==> src/rtl/dw_mult_accum_dump.sv <==
// -----------------------------------------------------------------------------
// dw_mult_accum_dump
//
// Integrate-and-dump stage that sits behind the pipelined multiplier. The
// operand-valid / signedness pair is delayed to line up with PRODUCT. ACC_LEN
// aligned products are summed. The sum is then presented through a
// valid/ready output register.
//
// Optional feature macro: DW_MULT_ACCUM_SAT_EN
//   defined   -> the accumulate adder saturates. It uses signed limits when the
//                product's delayed TC is 1, and the unsigned maximum otherwise.
//   undefined -> the adder wraps modulo 2^ACC_width.
//
// Parameters:
//   P_width   width of PRODUCT
//   ACC_width accumulator / ACC_OUT width (>= P_width)
//   ACC_LEN   products per dump (1..65535)
//   LATENCY   multiplier latency = depth of the valid/TC delay line (>= 1)
//
// Ports:
//   CLK        rising-edge clock
//   rst_n      asynchronous active-low reset
//   IN_VALID   operands presented to the multiplier this cycle
//   TC         signedness of those operands
//   PRODUCT    multiplier output, LATENCY cycles behind IN_VALID/TC
//   CLEAR      synchronous flush (wins over everything except reset)
//   ACC_READY  consumer accepts ACC_OUT
//   ACC_VALID  ACC_OUT holds an unaccepted result
//   ACC_OUT    dumped sum
//   ACC_CNT    products accumulated in the current window
//   OVERRUN    sticky: a result was overwritten before it was accepted
// -----------------------------------------------------------------------------
module dw_mult_accum_dump #(
    parameter int P_width   = 32,
    parameter int ACC_width = 40,
    parameter int ACC_LEN   = 16,
    parameter int LATENCY   = 3
) (
    input  logic                 CLK,
    input  logic                 rst_n,
    input  logic                 IN_VALID,
    input  logic                 TC,
    input  logic [P_width-1:0]   PRODUCT,
    input  logic                 CLEAR,
    input  logic                 ACC_READY,
    output logic                 ACC_VALID,
    output logic [ACC_width-1:0] ACC_OUT,
    output logic [15:0]          ACC_CNT,
    output logic                 OVERRUN
);

    // -------------------------------------------------------------------------
    // Valid/TC delay line. Each stage is its own register pair. The last stage
    // is the tap that lines up with PRODUCT.
    // -------------------------------------------------------------------------
    genvar gi;
    generate
        for (gi = 0; gi < LATENCY; gi++) begin : g_dly
            logic v_reg;
            logic tc_reg;
            logic v_in;
            logic tc_in;

            if (gi == 0) begin : g_first
                assign v_in  = IN_VALID;
                assign tc_in = TC;
            end else begin : g_rest
                assign v_in  = g_dly[gi-1].v_reg;
                assign tc_in = g_dly[gi-1].tc_reg;
            end

            always_ff @(posedge CLK or negedge rst_n) begin
                if (!rst_n) begin
                    v_reg  <= 1'b0;
                    tc_reg <= 1'b0;
                end else if (CLEAR) begin
                    // Flushing the line discards products already in flight.
                    v_reg  <= 1'b0;
                    tc_reg <= 1'b0;
                end else begin
                    v_reg  <= v_in;
                    tc_reg <= tc_in;
                end
            end
        end
    endgenerate

    logic v_d;
    logic tc_d;
    assign v_d  = g_dly[LATENCY-1].v_reg;
    assign tc_d = g_dly[LATENCY-1].tc_reg;

    // -------------------------------------------------------------------------
    // Accumulator state
    // -------------------------------------------------------------------------
    logic [ACC_width-1:0] acc_reg;
    logic [15:0]          cnt_reg;
    logic [ACC_width-1:0] acc_out_reg;
    logic                 acc_valid_reg;
    logic                 overrun_reg;

    logic [ACC_width-1:0] ext_prod;
    logic [ACC_width-1:0] acc_sum;
    logic                 last_in_window;

    // Each product is extended according to its own delayed TC. Mixed
    // signedness within a window is legal.
    always_comb begin
        ext_prod = tc_d ? ACC_width'($signed(PRODUCT)) : ACC_width'(PRODUCT);
    end

`ifdef DW_MULT_ACCUM_SAT_EN
    logic [ACC_width:0] sum_wide;

    always_comb begin
        sum_wide = {1'b0, acc_reg} + {1'b0, ext_prod};
        acc_sum  = sum_wide[ACC_width-1:0];
        if (tc_d) begin
            // Signed overflow occurs only when both addends share a sign and
            // the result flips it. Clamp toward the addends' sign.
            if ((acc_reg[ACC_width-1] == ext_prod[ACC_width-1]) &&
                (acc_sum[ACC_width-1] != acc_reg[ACC_width-1])) begin
                acc_sum = acc_reg[ACC_width-1] ? {1'b1, {(ACC_width-1){1'b0}}}
                                               : {1'b0, {(ACC_width-1){1'b1}}};
            end
        end else if (sum_wide[ACC_width]) begin
            acc_sum = '1;
        end
    end
`else
    assign acc_sum = acc_reg + ext_prod;
`endif

    assign last_in_window = (cnt_reg == 16'(ACC_LEN - 1));

    // The window state machine lives in cnt_reg. cnt_reg == 0 means the window
    // is empty. A valid product advances the count. The final product of the
    // window dumps the sum and returns the count to zero with no bubble.
    always_ff @(posedge CLK or negedge rst_n) begin
        if (!rst_n) begin
            acc_reg       <= '0;
            cnt_reg       <= '0;
            acc_out_reg   <= '0;
            acc_valid_reg <= 1'b0;
            overrun_reg   <= 1'b0;
        end else if (CLEAR) begin
            // ACC_OUT deliberately holds its last value.
            acc_reg       <= '0;
            cnt_reg       <= '0;
            acc_valid_reg <= 1'b0;
            overrun_reg   <= 1'b0;
        end else begin
            // A handshake consumes the held result. A dump in the same cycle
            // overrides this below.
            if (acc_valid_reg && ACC_READY) begin
                acc_valid_reg <= 1'b0;
            end

            if (v_d) begin
                if (last_in_window) begin
                    acc_out_reg   <= acc_sum;
                    acc_valid_reg <= 1'b1;
                    acc_reg       <= '0;
                    cnt_reg       <= '0;
                    // Overwriting a result nobody took is sticky.
                    if (acc_valid_reg && !ACC_READY) begin
                        overrun_reg <= 1'b1;
                    end
                end else begin
                    acc_reg <= acc_sum;
                    cnt_reg <= cnt_reg + 16'd1;
                end
            end
        end
    end

    assign ACC_VALID = acc_valid_reg;
    assign ACC_OUT   = acc_out_reg;
    assign ACC_CNT   = cnt_reg;
    assign OVERRUN   = overrun_reg;

endmodule

==> config.mk <==
export PLATFORM = sky130hd
export DESIGN_NAME = dw_mult_accum_dump
export DESIGN_NICKNAME = d
export VERILOG_FILES = /design/src/rtl/dw_mult_accum_dump.sv
export SDC_FILE = /design/constraint.sdc
export NUM_CORES = 1
export LEC_CHECK = 0
export ABC_AREA = 1
export BUFFER_PORTS_ARGS = -buffer_cell sky130_fd_sc_hd__buf_2
export CAP_MARGIN = 0
export CORE_ASPECT_RATIO = 2
export CORE_MARGIN = 10
export CORE_UTILIZATION = 25
export CTS_BUF_LIST = sky130_fd_sc_hd__clkbuf_8 sky130_fd_sc_hd__clkbuf_16
export CTS_CLUSTER_SIZE = 14
export DETAILED_ROUTE_END_ITERATION = 8
export PLACE_DENSITY = 0.41
export SKIP_CTS_REPAIR_TIMING = 1
export SYNTH_ARGS = -nofsm -noshare
export SYNTH_HDL_FRONTEND = slang
export SYNTH_SLANG_ARGS = --single-unit
==> constraint.sdc <==
create_clock -name CLK -period 5.7 [get_ports CLK]
set_input_delay 0.855 -clock CLK [delete_from_list [all_inputs] [get_ports CLK]]
set_output_delay 0.855 -clock CLK [all_outputs]
set_load 0.005 [all_outputs]
# After elaboration in Yosys (flattened, before gate mapping)
# Cells that the tools add are included.
totals:
  ff_bits: 104
  out_inout_bits: 58
classes:
  n_addsub: 2
  eq_ne: 1
  muxes: 21
  bitwise: 1
  n_reduce_logical: 8
op_table:
  columns: ["op", "n"]
  rows:
  - ["$mux W40", 4]
  - ["$mux W16", 3]
  - ["$add A40 B40 Y40", 1]
  - ["$add A16 B1 Y16 const B", 1]
  - ["$eq A16 B4 Y1 const B", 1]
  - ["$mux W1", 14]
  - ["$reduce_and A3 Y1", 2]
  - ["$reduce_bool A2 Y1", 3]
  - ["$logic_and A1 B1 Y1", 2]
  - ["$logic_not A1 Y1", 1]
  - ["$not A1 Y1", 1]

# Logic depth before layout (Yosys ltp)
depth:
  ltp_word: 6
  depth_mapped: 15
  ltp_nobuf: 15

# Worst setup path before layout
# No wires, ideal clock.
synth_path:
  path_kind: "input to register"
  start: "input port PRODUCT[0]"
  end: "register acc_out_reg[24] (netlist: ACC_OUT[24])"
  setup_time_ns: 0.118
  arrival_ns: 2.356
  t_required_ns: 5.582
  path_slack_ns: 3.227
  cell_stages: 15
  n_path_buf: 0
  cell_sequence: "ha_1 inv_1 fa_1 nor2_2 nand2_1 nand2_1 nand2_1 nand2_1 nand3_1 nand2_1 nand2_1 nand2_1 nand2_1 nand3_1 nand2_1"
synth_between:
  elab_chain_cells: 2
synth_rtl:
  columns: ["item", "line", "rtl"]
  rows:
  - ["start, declared", "43", "input logic [P_width-1:0] PRODUCT,"]
  - ["$mux W40", "109", "ext_prod = tc_d ? ACC_width'($signed(PRODUCT)) : ACC_width'(PRODUCT);"]
  - ["$add A40 B40 Y40", "131", "assign acc_sum = acc_reg + ext_prod;"]
  - ["end signal, assigned", "161", "acc_out_reg <= acc_sum;"]
  - ["end, declared", "98", "logic [ACC_width-1:0] acc_out_reg;"]
# No other way between the ends.
# A chain may end at the register's enable or synchronous reset.

# Worst setup path after layout
layout_path:
  start: "input port PRODUCT[0]"
  end: "register acc_out_reg[32] (netlist: ACC_OUT[32])"
# The elaborated chain is that of the path after synthesis.

==> results.md <==
* Max Slew Vio Count at 0
* Netlist cell types at 33
* Max Freq at 360.6 MHz
* Critical path required time at 5.98 ns
* Hold_sp: g_dly[0].tc_reg
* Filler Cell Count at roughly 3200
* Core ar. at approximately 28000 sq um
* Clock tree from TritonCTS: built
* Critical Path, Cell by Cell: buf_2 > ha_1 > inv_1 > fa_1 > nor2_2 > nand2_1 > nand2_1 > nand2_1 > nand2_1 > nand3_1 > nand2_1 > nand2_1 > nand2_1 > nand2_1 > nand3_1 > nand2_1
* Critical Path AT at approximately 3.1 ns
* Most used DFF post-synth: dfrtp_1
* WHS Path Cells at 2
* CTS buffer count at 9
* Setup Skew at between 0.009 and 0.01 ns
* Initial core utilization at around 25%
* Most common cell in the netlist: nand2_1
* Die footprint at 36020 sq um
* Hold path endpoint: g_dly[1].tc_reg
* H-tree depth at 3
* Register-to-register setup slack at between 3 and 4 ns
* Worst Hold Class: register to register
* Seq. cell area at roughly 2600 sq um
* IO buf count at 95
* Crit share post-route at 48.65%
* Origin of the critical flop-to-flop path: acc_reg[0]
* Max_cap viols at 0
* # nets final at between 1000 and 1500
* # DRC at 0
* Worst Setup Path Type: input pin to register
* Final core occ at slightly below 30%
* Critical path's most frequent cell: nand2_1
* Slew @ Worst Pin at slightly below 0.9 ns
* FFs w/ async S/R, synth at between 90% and 100%
* Max incr delay on CP at between 0.4 and 0.5 ns
* Non-Filler Instances at 1535
* EDFF count, synth at 0
* FF+latch count, synth at around 100
* Sequential fraction of the synthesis area at between 30% and 40%
* GR Overflow Total at 0
* Largest family of logic cells by synthesized area: simple AND/OR/NAND/NOR gates
* Total negative setup slack at 0 ns
* Synth top area share at 36.57%
* Worst-path clk slew at about 0.08 ns
* CP startpoint kind: input pin
* DR vias/cell at 4.451
* Power Density at approximately 200 nW/um^2
* R2r worst-path depth at 15
* Post-synthesis mux area share at less than 1%
* Die Wd at ~140 um
* Crit-path slowest cell: fa_1
* Dpl cells at 1519
* Worst R2R End: ACC_OUT[32]
* Multi-input gate area at between 3000 and 4000 sq um
* Post-route minimum period at between 2 and 3 ns
* Final setup viols at 0
* Status: finished, final reports clean
* CTS root buffer: clkbuf_16
* Worst-Skew Late Latency at about 0.38 ns
* TritonRoute pass-1 iters at 5
* Io pins at 96
* DPL Wire Length at just over 20000 um
* Initial DRC Count at about 300
* VDD IR-drop max at a little over 0.1 mV
* Synth Area in XOR/XNOR at about 2.3%
* Largest net degree at the start of global routing at 61
* Antenna violations before repair at 0
* First-pass GRT wire length at between 40000 and 50000 um
* # diodes at 0
* DR WL/cell at between 15 and 20 um
* CP Max Fanout at 4
* Vias in the first global route at slightly above 7000
* Hold Violations, Final at 0
* Area grow syn2layout at 15.97%
* Clock Tree Buf Depth at 2
* Via count at approximately 6800
* Drt total wl at 26330 um
* Synth Area in Adders at ~7.3%
* Post-synthesis cell count at about 1100
* Post-Synth Simple-Gate Area at 38.98%
* Synth top cells by count: 461 x nand2_1, 152 x inv_1, 104 x dfrtp_1
* Yosys warnings at 0
* Worst rel slew slack at 40.88%
* Yosys top cell by area: dfrtp_1
* Crit end category: register
* Die Ht at around 260 um
* Share of cells above drive strength 1 at 10.94%
* Clk sinks at between 100 and 150
* Synth Cell Area at around 7100 sq um
* Placer Congestion at 0.9030
* Syn_area_per_cell at 6.582 sq um
* Hold slack at 0.4642 ns
* RSZ-0062 raised after global routing: no
* Net Count, Synth at 1160
* Synth Area in Compound Gates at approximately 5%
* Leak at ~0.0048 uW
* GRT Overall Usage at between 10% and 20%
* Largest cells by area after synthesis: dfrtp_1 37%, nand2_1 24%, inv_1 8.0%
* Row count at just under 90
* Post-route ant nets at 0
-- cell usage in the layout, fill, tap and decap left out --
cell and n:
nand3_1 80, nand2_1 461, mux2i_1 1, inv_8 2
nor3_2 1, o21ai_1 3, nor3_1 9, nor2_2 3
fa_1 1, nand3_2 3, xor2_1 10, nor3b_1 1
nand3b_1 9, nor2_1 99, buf_2 94, a21oi_1 36
inv_2 1, or2_2 3, inv_6 3, buf_4 5
nor4_2 1, clkinv_4 1, nor2_4 2, dfrtp_1 104
nor3_4 1, inv_1 153, and2_1 1, nand4_1 3
o21bai_1 3, xnor2_1 9, a31oi_1 5, o21ai_0 20
nor4_1 1, clkbuf_16 9, o22ai_1 1, ha_1 40
-- routing by layer --
layer	routed length, um	GRT usage [%]	part of all wire (%)	up-vias
met4	1265	8.702	4.8	0
met1	9408	13.82	36	3150
met2	14940	29.12	57	108
met3	715	2.326	2.7	45
met5	0	0	0	-
li1	-	-	-	3529
-- worst max-delay path: cells and delay by family --
kind                     cells  cell delay (ns)
AND/OR/NAND/NOR             12             1.43
buffers and inverters        2             0.15
adder cells (fa/ha/maj)      2             0.63
-- per-stage QoR --
step / worst slack [ns] / power [uW] / cell area (sq um)
after CTS: 2.962 / 1674 / 8252
final: 2.927 / 1630 / 8252
after global routing: 2.806 / 1727 / 8252
after floorplan: 3.227 / 905.0 / 7116
after detailed placement: 2.548 / 1009 / 7965
after global placement: 2.522 / 1010 / 7965
-- area by class of cell --
cell class                 count  share of cell area, %
multi-input combinational    807                  46.47
sequential                   104                  31.54
inverter                     153                  6.960
timing repair buffer          99                  6.156
tap                          356                  5.398
clock buffer                   9                  2.729
clock inverter                 7                 0.7430
-- logic make-up (layout without fill, tap and decap cells) --
group                    Yosys count  after routing
AND/OR/NAND/NOR                  678            678
buffers and inverters            170            268
flip-flops                       104            104
AO/OA/AOI/OAI                     68             68
adder cells (fa/ha/maj)           41             41
XOR/XNOR                          19             19
multiplexers                       1              1
-- worst max-delay path by stage --
stage                     slack (ns)           to  cells after the start        from
after floorplan                 3.23  ACC_OUT[24]                     15  PRODUCT[0]
after global placement          2.52  ACC_OUT[32]                     16  PRODUCT[0]
after detailed placement        2.55  ACC_OUT[32]                     16  PRODUCT[0]
after CTS                       2.96  ACC_OUT[32]                     16  PRODUCT[0]
after global routing            2.81  ACC_OUT[22]                      9  ACC_CNT[0]
final                           2.93  ACC_OUT[32]                     16  PRODUCT[0]
-- report_power, final --
part	internal, uW	switching (uW)	leakage, uW
logic	69.4	151	0.00328
registers	756	11.0	0.00141
clock network	307	335	0.000146
Power figures use the tool's default switching activity.
